[config.mk]
export PLATFORM = sky130hd
export DESIGN_NAME = load_store_unit
export DESIGN_NICKNAME = d
export VERILOG_FILES = /design/src/rtl/load_store_unit_pkg.sv /design/src/rtl/lsu_lane_merge.sv /design/src/rtl/load_store_unit.sv
export SDC_FILE = /design/constraint.sdc
export NUM_CORES = 1
export LEC_CHECK = 0
export BUFFER_PORTS_ARGS = -buffer_cell sky130_fd_sc_hd__buf_2
export CORE_MARGIN = 5
export CORE_UTILIZATION = 45
export CTS_CLUSTER_SIZE = 20
export DETAILED_ROUTE_END_ITERATION = 10
export PLACE_DENSITY = 0.69
export SLEW_MARGIN = 30
export SYNTH_ARGS = -nofsm -noshare
export SYNTH_HDL_FRONTEND = slang
export SYNTH_SLANG_ARGS = --single-unit
[constraint.sdc]
create_clock -name clk -period 2.6 [get_ports clk]
set_clock_uncertainty 0.1 [all_clocks]
set_input_delay 0.39 -clock clk [delete_from_list [all_inputs] [get_ports clk]]
set_output_delay 0.39 -clock clk [all_outputs]
set_load 0.03 [all_outputs]
[src/rtl/load_store_unit_pkg.sv]
// Shared encodings for the load/store unit: access sizes, FSM state codes and
// a helper giving the byte count of an access.
package load_store_unit_pkg;

  localparam logic [1:0] SZ_BYTE = 2'd0;
  localparam logic [1:0] SZ_HALF = 2'd1;
  localparam logic [1:0] SZ_WORD = 2'd2;
  localparam logic [1:0] SZ_ILL  = 2'd3;

  localparam logic [1:0] ST_IDLE = 2'd0;
  localparam logic [1:0] ST_RD   = 2'd1;
  localparam logic [1:0] ST_WR   = 2'd2;
  localparam logic [1:0] ST_RESP = 2'd3;

  function automatic logic [2:0] size_bytes(input logic [1:0] size);
    case (size)
      SZ_BYTE: size_bytes = 3'd1;
      SZ_HALF: size_bytes = 3'd2;
      default: size_bytes = 3'd4;
    endcase
  endfunction

endpackage

[src/rtl/lsu_lane_merge.sv]
// Big-endian lane logic: splices store data into a memory word and extracts
// and extends load data from it. Purely combinational.
module lsu_lane_merge
  import load_store_unit_pkg::*;
(
  input  logic [31:0] word,
  input  logic [1:0]  offset,
  input  logic [1:0]  size,
  input  logic [31:0] wdata,
  input  logic        sign_ext,
  output logic [31:0] merged,
  output logic [31:0] load_val
);

  logic [4:0]  shamt;
  logic [31:0] lane_mask;
  logic [31:0] lane_data;

  // Offset 0 is the most significant lane, so the shift counts down from the top.
  always_comb begin
    shamt     = 5'd0;
    lane_mask = 32'hffff_ffff;
    case (size)
      SZ_BYTE: begin
        shamt     = {2'd3 - offset, 3'b000};
        lane_mask = 32'h0000_00ff;
      end
      SZ_HALF: begin
        shamt     = {2'd2 - {offset[1], 1'b0}, 3'b000};
        lane_mask = 32'h0000_ffff;
      end
      default: begin
        shamt     = 5'd0;
        lane_mask = 32'hffff_ffff;
      end
    endcase
  end

  assign lane_data = (word >> shamt) & lane_mask;
  assign merged    = (word & ~(lane_mask << shamt)) | ((wdata & lane_mask) << shamt);

  always_comb begin
    load_val = lane_data;
    case (size)
      SZ_BYTE: load_val = {{24{sign_ext & lane_data[7]}}, lane_data[7:0]};
      SZ_HALF: load_val = {{16{sign_ext & lane_data[15]}}, lane_data[15:0]};
      default: load_val = lane_data;
    endcase
  end

endmodule

[src/rtl/load_store_unit.sv]
// Load/store unit: one outstanding request, drives a word-wide data memory with
// sub-word read-modify-write, sign/zero extension and alignment/range faults.
module load_store_unit
  import load_store_unit_pkg::*;
#(
  parameter int ADDR_W    = 32,
  parameter int DATA_W    = 32,
  parameter int MEM_BYTES = 1024
) (
  input  logic              clk,
  input  logic              reset,
  input  logic              req_valid,
  output logic              req_ready,
  input  logic              req_write,
  input  logic [1:0]        req_size,
  input  logic              req_signed,
  input  logic [ADDR_W-1:0] req_addr,
  input  logic [DATA_W-1:0] req_wdata,
  output logic              resp_valid,
  output logic [DATA_W-1:0] resp_rdata,
  output logic              resp_fault,
  output logic              mem_write_enabled,
  output logic              mem_read_enabled,
  output logic [ADDR_W-1:0] mem_address,
  output logic [DATA_W-1:0] mem_data_input,
  input  logic [DATA_W-1:0] mem_data_output
);

  logic [1:0]        state;
  logic              r_write;
  logic [1:0]        r_size;
  logic              r_signed;
  logic [1:0]        r_off;
  logic [DATA_W-1:0] r_wdata;
  logic [DATA_W-1:0] r_rdata;
  logic              r_fault;

  logic [2:0]        nbytes;
  logic [ADDR_W:0]   end_addr;
  logic              fault;
  logic [31:0]       merged;
  logic [31:0]       load_val;

  // One extra bit so an access near the top of the address space cannot wrap.
  assign nbytes   = size_bytes(req_size);
  assign end_addr = {1'b0, req_addr} + {{(ADDR_W-2){1'b0}}, nbytes};
  assign fault    = (req_size == SZ_ILL)
                 || (req_size == SZ_HALF && req_addr[0])
                 || (req_size == SZ_WORD && req_addr[1:0] != 2'b00)
                 || (end_addr > (ADDR_W+1)'(MEM_BYTES));

  lsu_lane_merge u_lane_merge (
    .word     (mem_data_output),
    .offset   (r_off),
    .size     (r_size),
    .wdata    (r_wdata),
    .sign_ext (r_signed),
    .merged   (merged),
    .load_val (load_val)
  );

  always_ff @(posedge clk or negedge reset) begin
    if (!reset) begin
      state          <= ST_IDLE;
      r_write        <= 1'b0;
      r_size         <= SZ_BYTE;
      r_signed       <= 1'b0;
      r_off          <= 2'b00;
      r_wdata        <= '0;
      r_rdata        <= '0;
      r_fault        <= 1'b0;
      mem_address    <= '0;
      mem_data_input <= '0;
    end else begin
      case (state)
        ST_IDLE: begin
          if (req_valid) begin
            r_write  <= req_write;
            r_size   <= req_size;
            r_signed <= req_signed;
            r_off    <= req_addr[1:0];
            r_wdata  <= req_wdata;
            r_rdata  <= '0;
            r_fault  <= fault;
            if (fault) begin
              state <= ST_RESP;
            end else begin
              mem_address <= {req_addr[ADDR_W-1:2], 2'b00};
              if (req_write && req_size == SZ_WORD) begin
                mem_data_input <= req_wdata;
                state          <= ST_WR;
              end else begin
                state <= ST_RD;
              end
            end
          end
        end
        ST_RD: begin
          if (r_write) begin
            mem_data_input <= merged;
            state          <= ST_WR;
          end else begin
            r_rdata <= load_val;
            state   <= ST_RESP;
          end
        end
        ST_WR:   state <= ST_RESP;
        default: state <= ST_IDLE;
      endcase
    end
  end

  assign req_ready         = (state == ST_IDLE);
  assign mem_read_enabled  = (state == ST_RD);
  assign mem_write_enabled = (state == ST_WR);
  assign resp_valid        = (state == ST_RESP);
  assign resp_fault        = (state == ST_RESP) && r_fault;
  assign resp_rdata        = (state == ST_RESP) ? r_rdata : '0;

endmodule

# Word-level counts from Yosys, hierarchy flattened
# Cells that the tools add are included.
[word_totals]
register_bits = 135
inputBits = 103
output_inout_bits = 101
word_cells = 71
[classes]
n_addsub = 3
order_cmp = 1
eq_ne = 12
shifts = 3
mux = 18
bitwise_logic = 8
reduce_logical = 16
[ops]
columns = ["op", "count"]
rows = [
  ["case mux 32 bit (2 select lines)", 4],
  ["two-way mux 32 bit", 7],
  ["AND 32 bit", 3],
  ["left shift 32 x 5 -> 32 bit", 2],
  ["adder 32 x 3 -> 33 bit", 1],
  ["> comparator 33 x 11 -> 1 bit, second input constant", 1],
  ["NOT 32 bit", 1],
  ["bitwise OR 32 bit", 1],
  [">> shifter 32 x 5 -> 32 bit", 1],
  ["case mux 5 bit (2 select lines)", 1],
  ["equality test 2 bit, second input constant", 4],
  ["equality test 2 x 1 -> 1 bit, second input constant", 3],
  ["zero test 2 bit", 3],
  ["two-way mux 2 bit", 3],
  ["inequality test 2 bit, second input constant", 3],
  ["case mux 2 bit (3 select lines)", 1],
  ["case mux 3 bit (2 select lines)", 1],
  ["AND reduction 3 bit", 2],
  ["AND reduction 5 bit", 1],
  ["logical AND 1 bit", 4],
  ["inequality test 2 x 1 -> 1 bit, second input constant", 2],
  ["nonzero test 2 bit", 2],
  ["subtractor 2 bit, first input constant", 2],
  ["logical OR 1 bit", 3],
  ["4 further kinds", 5],
]

# Depth between registers and ports, before layout
# Gate-level depths: netlist of run 1.
[depth]
depth_word = 8
depth_mapped = 14

# Hierarchy
# Synthesis of run 1 repeated with hierarchy kept, for this count alone.
[hier_totals]
hier_cells = 718
hier_area_um2 = 7933.9
[by_module_without_submodules]
columns = ["module", "n_inst", "cells_each", "area_per_inst_um2", "seq_area_each_um2"]
rows = [
  ["load_store_unit", 1, 518, 6437.4, 3378.2],
  ["lsu_lane_merge", 1, 200, 1496.4, 0.0],
]

# Worst setup path after synthesis of run 1
# No wires, ideal clock.
[synth_timing]
kind = "input-to-reg"
startpoint = "input req_size[1]"
endpoint = "register mem_address[10]"
setup_ps = 125
arrival_ps = 3751
required_time_ps = 2375
slack_ps = -1376
path_stages = 13
path_buffers = 2
path_cell_list = "nor2_1 > ha_1 > fa_1 > a21oi_1 > nor4_4 > a21o_1 > a211oi_1 > o2111ai_1 > or4b_1 > buf_2 > or4_4 > buf_6 > mux2_4"
[synth_via]
elab_chain_cells = 7
word_cells_on_any_way = 14
cone_classes = "add/sub (1); order compare (1); eq/ne (3); mux (1); bitwise (1); reduce/logical (7)"
[synth_lines]
columns = ["element", "line", "text"]
rows = [
  ["start: declaration", "load_store_unit.sv:15", "input logic [1:0] req_size,"],
  ["equality test 2 x 1 -> 1 bit or zero test 2 bit (tied branches)", "load_store_unit_pkg.sv:16, load_store_unit.sv:48", ""],
  ["case mux 3 bit (2 select lines) or logical AND 1 bit (tied branches)", "load_store_unit_pkg.sv:16, load_store_unit.sv:48", ""],
  ["adder 32 x 3 -> 33 bit or logical OR 1 bit (tied branches)", "load_store_unit.sv:46, load_store_unit.sv:48", ""],
  ["> comparator 33 x 11 -> 1 bit or logical OR 1 bit (tied branches)", "load_store_unit.sv:50, load_store_unit.sv:49", ""],
  ["logical OR 1 bit *", "load_store_unit.sv:50", "|| (end_addr > (ADDR_W+1)'(MEM_BYTES));"],
  ["NOT 1 bit (no line) *", "--", ""],
  ["AND reduction 3 bit (no line) *", "--", ""],
  ["end signal: assignment", "load_store_unit.sv:88", "mem_address <= {req_addr[ADDR_W-1:2], 2'b00};"],
  ["end: declaration", "load_store_unit.sv:24", "output logic [ADDR_W-1:0] mem_address,"],
]
# Mark *: on every way between the ends. The rest lies on a longest branch, timed or not.
# A chain may end at the register's enable or synchronous reset.

# Worst setup path after layout of run 1
[layout_timing]
startpoint = "input req_size[0]"
endpoint = "register mem_address[9]"
# Same word-level chain as after synthesis.

==> results of run 1 <==
[area by class of cell]
| type | count | area share [%] |
|---|---|---|
| Inverter | 7 | 0.238 |
| Tap cell | 229 | 2.60 |
| Multi-Input combinational cell | 661 | 42.1 |
| Timing Repair Buffer | 315 | 19.2 |
| Antenna cell | 2 | 0.0454 |
| Clock buffer | 17 | 3.86 |
| Clock inverter | 15 | 1.33 |
| Sequential cell | 135 | 30.7 |
[kinds of logic after synthesis]
group	after synthesis	share of synthesized area [%]
AOI/OAI and AO/OA	261	21.8
xor gates and xnor gates	3	0.321
adders and majority gates	8	1.32
buffers and inverters	83	4.07
DFF	135	41.3
muxes	63	8.81
other	1	0.0458
and+or+nand+nor	324	22.4
[worst max-delay path, stage by stage]
cell      delay, ns
buf_4          0.13
nor2b_4        0.13
ha_1           0.33
a211oi_4       0.34
nor4_4         0.07
buf_4          0.18
a311oi_1       0.27
a21oi_1        0.07
or4b_4         0.54
or4_4          0.60
buf_12         0.18
mux2_4         0.29
[cell usage after synthesis (10+ instances only)]
cell        n
nor3_1     12
nor2_1     59
and2_1     61
nor4b_1    30
o211ai_1   10
a21oi_1    63
nand3_1    17
clkbuf_1   59
nor3b_1    12
a22o_1     32
nor4_1     11
dfrtp_1   135
a311o_1    32
nand2_1    66
mux2i_1    15
mux2_2     39
nand2b_1   18
a211oi_1   13
o21ai_0    65
[sequential cells by signal, indices dropped and copies added, names as in the netlist]
signal	cells
r_size	2
r_signed	1
r_write	1
r_fault	1
r_off	2
mem_data_input	32
r_wdata	32
mem_address	30
state	2
r_rdata	32
[final timing paths]
| kind | endpoint | cells after the start | slack [ns] |
|---|---|---|---|
| max in group asynchronous | r_wdata[15]$_DFFE_PN0P_ | 3 | 1.35 |
| max reg2reg | mem_data_input[24]$_DFFE_PN0P_ | 8 | 0.13 |
| max | mem_address[9]$_DFFE_PN0P_ | 12 | -0.72 |
| min reg2reg | mem_address[27]$_DFFE_PN0P_ | 1 | 0.38 |
| min | r_wdata[18]$_DFFE_PN0P_ | 2 | 0.11 |
| min in group asynchronous | mem_address[16]$_DFFE_PN0P_ | 2 | 0.40 |
[per-stage QoR]
| step | setup WS [ns] | utilization (%) | area [µm²] |
|---|---|---|---|
| after floorplan | -1.11 | - | 8290 |
| after global placement | -1.24 | 56.6 | 10100 |
| after detailed placement | -1.30 | 56.6 | 10100 |
| after CTS | -0.753 | 61.2 | 11000 |
| after global routing | -0.780 | 61.5 | 11000 |
| final | -0.716 | 61.5 | 11000 |
[per-layer routing]
layer	vias to the layer above	wire length, µm	GRT usage [%]
met1	3906	11900	37.5
met4	0	477	7.85
li1	3796	-	-
met5	-	0	0
met2	356	13100	39.8
met3	40	2220	5.00
[repair_timing]
item                       CTS  global route
setup buffers                6             3
pin swaps                    7             2
setup endpoints to repair   65            65
hold endpoints to repair    47             0
hold buffers                 1             0
gates resized for setup     24            16
gates cloned                 3             2
[power by group]
part | internal (mW) | total (mW) | leakage [nW] | switching (mW)
combinational | 2.54 | 6.38 | 3.23 | 3.84
sequential | 2.86 | 3.40 | 1.70 | 0.544
clock | 1.34 | 2.37 | 0.274 | 1.03
==> flow_summary.toml, run 1 <==
[clocking]
cts.sinks = 135
cts_root_buf = "clkbuf_16"
clk_latency_ns = 0.42
cts_tree = "done"
ctsLongestPathBuffers = 2
clk_pin_slew_ns = 0.07
h-tree-depth = 4
cts_made_buffers = 17

[worst_hold_path]
hold_path_class = "in2reg"
min_from = "req_wdata[18]"

[die]
start_util_pct = 45.7
die_h_um = 145
fp.dieW_um = 145
rows = 49
coreArea_um2 = 17900
ios = 204
dieArea_um2 = 21000

[timing]
slew-limit-headroom_pct = 38.9
worstMarginPinSlew_ns = 0.913
layout_setup_ws_ns = -0.716
max_freq_mhz = 302
setup_viol = 65
slew_violations = 0
holdWs_ns = 0.108
rsz0062_at_grt = "yes"
fin_setup_tns_ns = -43.54
fin_crit_sh_pct = 128
finalHoldViolations = 0
fin_crit_ns = 3.32

[yosys]
synthArstFlopShare_pct = 100
synth-seq-cells = 135
ys.flop_type = "dfrtp_1"
yosysSeqAreaShare_pct = 41.3
syn-cell-area_um2 = 8180
synth_edf_count = 0
yosysWarnings = 0
synth_cell_types = 67
synth.area.top_cells = "dfrtp_1 (41%), mux2_2 (5.4%), and2_1 (4.7%), o21ai_0 (4.0%), a311o_1 (3.9%)"
yosysTopAreaCellShare_pct = 41.3
synthCells = 878
syn_avg_cell_area_um2 = 9.32
synth_top_area_cell = "dfrtp_1"

[global_route]
groute.usage.overall_pct = 26.0
grt_pass1_wl_um = 42600
grt_pass1_vias = 7707
antenna_found_initial = 2
grt_start_max_net_pins = 62
grt_overflow = 0

[route]
drtIter0Drc = 695
routed_wl_um = 27700
antenna_left = 0
post_drt_wl_per_cell_um = 20.1
dr_total_vias = 8098
vias_per_cell = 5.86
drc_errors = 0
firstDrtPassIters = 5

[critical_path]
critPathMaxFanout = 9
required_ns = 2.81
startpoint = "req_size[0]"
start_kind = "input port"
r2r-start = "r_size[0]$_DFFE_PN0P_"
arrival_ns = 3.52
setup.worst_path.end_class = "flip-flop"
critical_path_class = "in2reg"

[run_status]
outcome = "finished with violations"
violations = "setup timing"

[layout]
seq_area_um2 = 3380
multi_input_comb_area_um2 = 4640
areaGrowthSynthToFinish_pct = 34.7
fill_cells = 1542
instances_no_fill = 1381
num-nets-final = 1248
drive_gt1_share_pct = 37.6
layout_common_cells = "buf_2 (198), dfrtp_1 (135), buf_4 (94)"
layout_commonest_cell = "buf_2"

[placed_design]
port_buffers = 201
place_hpwl_um = 19800
place_inst = 1334
place_congestion = 0.943

[power_and_ir_drop]
ir_drop_v = 0.000896
finalPower_mw = 12.1
powerDensity_nw_per_um2 = 1100
leakagePower_nw = 5.20

[run]
maxCapViolations = 0
No activity file was read; power rests on OpenSTA's default activity.
==> run 2, diff against run 1 <==
--- a/config.mk
+++ b/config.mk
@@ -11,6 +11,7 @@
 export CTS_CLUSTER_SIZE = 20
 export DETAILED_ROUTE_END_ITERATION = 10
 export PLACE_DENSITY = 0.69
+export SKIP_CTS_REPAIR_TIMING = 1
 export SLEW_MARGIN = 30
 export SYNTH_ARGS = -nofsm -noshare
 export SYNTH_HDL_FRONTEND = slang
==> flow_summary.toml, run 2 (synthesis gave the netlist of run 1 again) <==
[power_and_ir_drop]
power_switching_mw = 5.41
pwr-share-clk_pct = 19.5
leakagePower_nw = 5.23
power_frac_comb_pct = 52.5
ir_drop_v = 0.000891
p_int_mw = 6.74
power.share.sequential_pct = 28.0
switching_share_pct = 44.5
powerDensity_nw_per_um2 = 1100

[placed_design]
place_congestion = 0.943
place_inst = 1334
port_buffers = 201
post-place-ws_ns = -1.30
place_hpwl_um = 19800

[route]
antenna_left = 0
dr_total_vias = 8073
vias_per_cell = 5.83
routed_wl_um = 27500
firstDrtPassIters = 6
post_drt_wl_per_cell_um = 19.9
drtIter0Drc = 736
drc_errors = 0

[critical_path]
arrival_ns = 3.60
worstReg2RegEnd = "mem_data_input[24]$_DFFE_PN0P_"
critPathMaxFanout = 9
crit_path_end = "mem_address[9]$_DFFE_PN0P_"
setup.worst_path.end_class = "flip-flop"
r2r-start = "r_size[0]$_DFFE_PN0P_"
r2r_cells = 8
startpoint = "req_size[0]"
required_ns = 2.80
critical_path_class = "in2reg"
reg2reg_slack_ns = 0.02
start_kind = "input port"

[clocking]
clk_latency_ns = 0.42
cts_tree = "done"
clk_pin_slew_ns = 0.07
cts.sinks = 135
ctsLongestPathBuffers = 2
cts_made_buffers = 17
cts_root_buf = "clkbuf_16"
h-tree-depth = 4

[timing]
fin_crit_ns = 3.40
layout_setup_ws_ns = -0.798
rsz0062_at_grt = "yes"
slew-limit-headroom_pct = 39.6
finalHoldViolations = 0
slew_violations = 0
worstMarginPinSlew_ns = 0.902
max_freq_mhz = 294
setup_viol = 65
fin_crit_sh_pct = 131

[layout]
instances_no_fill = 1384
layout_common_cells = "buf_2 (198), dfrtp_1 (135), buf_4 (92)"
layout_commonest_cell = "buf_2"
num-nets-final = 1248
drive_gt1_share_pct = 38.5
areaGrowthSynthToFinish_pct = 35.3
reg_top3 = "mem_data_input x32, r_rdata x32, r_wdata x32"

[global_route]
grt_pass1_vias = 7560
grt_overflow = 0
grt_pass1_wl_um = 41600
grt_start_max_net_pins = 62
groute.usage.overall_pct = 25.4
antenna_found_initial = 2

[die]
die_h_um = 145
coreArea_um2 = 17900
rows = 49
start_util_pct = 45.7
dieArea_um2 = 21000
fp.dieW_um = 145
ios = 204

[run_status]
violations = "setup timing"
outcome = "finished with violations"

[worst_hold_path]
hold_path_class = "in2reg"

[run]
maxCapViolations = 0
run 2: cell count changes in the layout (fill, tap and decap cells not counted), moves of 2 or more:
cell / before / now
clkbuf_16: 18 / 21
buf_4: 94 / 92
buf_12: 11 / 13
and2_4: 6 / 20
diode_2: 2 / 5
and2_1: 55 / 41
run 2: power by group through the flow:
stage	registers (mW)	clock network (mW)	logic [mW]
floorplan	3.74	0	4.06
global placement	3.40	0	6.18
detailed placement	3.41	0	6.30
CTS	3.39	2.41	6.33
global route	3.48	2.51	6.98
finish	3.40	2.37	6.38
run 2: worst min-delay path by stage:
stage                       start                          end  slack [ns]  depth (start not counted)
floorplan                   reset  mem_address[10]$_DFFE_PN0P_      -0.006                          0
global placement            reset  mem_address[20]$_DFFE_PN0P_        0.27                          1
detailed placement          reset  mem_address[20]$_DFFE_PN0P_        0.28                          1
CTS                         reset   mem_address[2]$_DFFE_PN0P_       -0.17                          1
global route        req_wdata[27]      r_wdata[27]$_DFFE_PN0P_         0.1                          2
finish                req_addr[2]   mem_address[2]$_DFFE_PN0P_        0.10                          2
run 2: critical path: stages:
cell       delay, ns
buf_4           0.11
nor2_4          0.04
ha_4            0.15
fa_2            0.36
a21oi_4         0.25
nor4_4          0.08
a21o_1          0.19
a211oi_2        0.21
o2111ai_1       0.16
or4b_4          0.56
or4_4           0.62
buf_12          0.18
mux2_4          0.29
run 2: cell type report:
cell class,count,area (µm²)
multi-input cells,661,4660
clock buffers,17,425
diodes,5,12.5
well taps,229,287
flip-flops and latches,135,3380
inverters,7,26.3
repair buffers,315,2140
clock inverters,15,146
fillers,1538,6830
run 2: through the flow:
| stage | power, mW | TNS, ns | util (%) | area [µm²] | hold slack [ns] |
|---|---|---|---|---|---|
| 2_1_floorplan | 7.79 | -59.49 | - | 8290 | -0.00559 |
| 3_3_place_gp | 9.58 | -76.63 | 56.6 | 10100 | 0.273 |
| 3_5_place_dp | 9.72 | -79.47 | 56.6 | 10100 | 0.279 |
| 4_1_cts | 12.1 | -51.47 | 59.8 | 10700 | -0.174 |
| 5_1_grt | 13.0 | -52.63 | 61.8 | 11100 | 0.0998 |
| 6_report | 12.2 | -48.05 | 61.8 | 11100 | 0.101 |
run 2: metal layers:
metal	share of wire, %	global-route usage [%]	vias up	wire length [µm]
met2	47	38.1	321	12800
met3	7.0	5.19	40	1930
met4	1.7	7.31	0	476
met1	45	37.3	3915	12300
li1	-	-	3797	-
met5	0	0	-	0
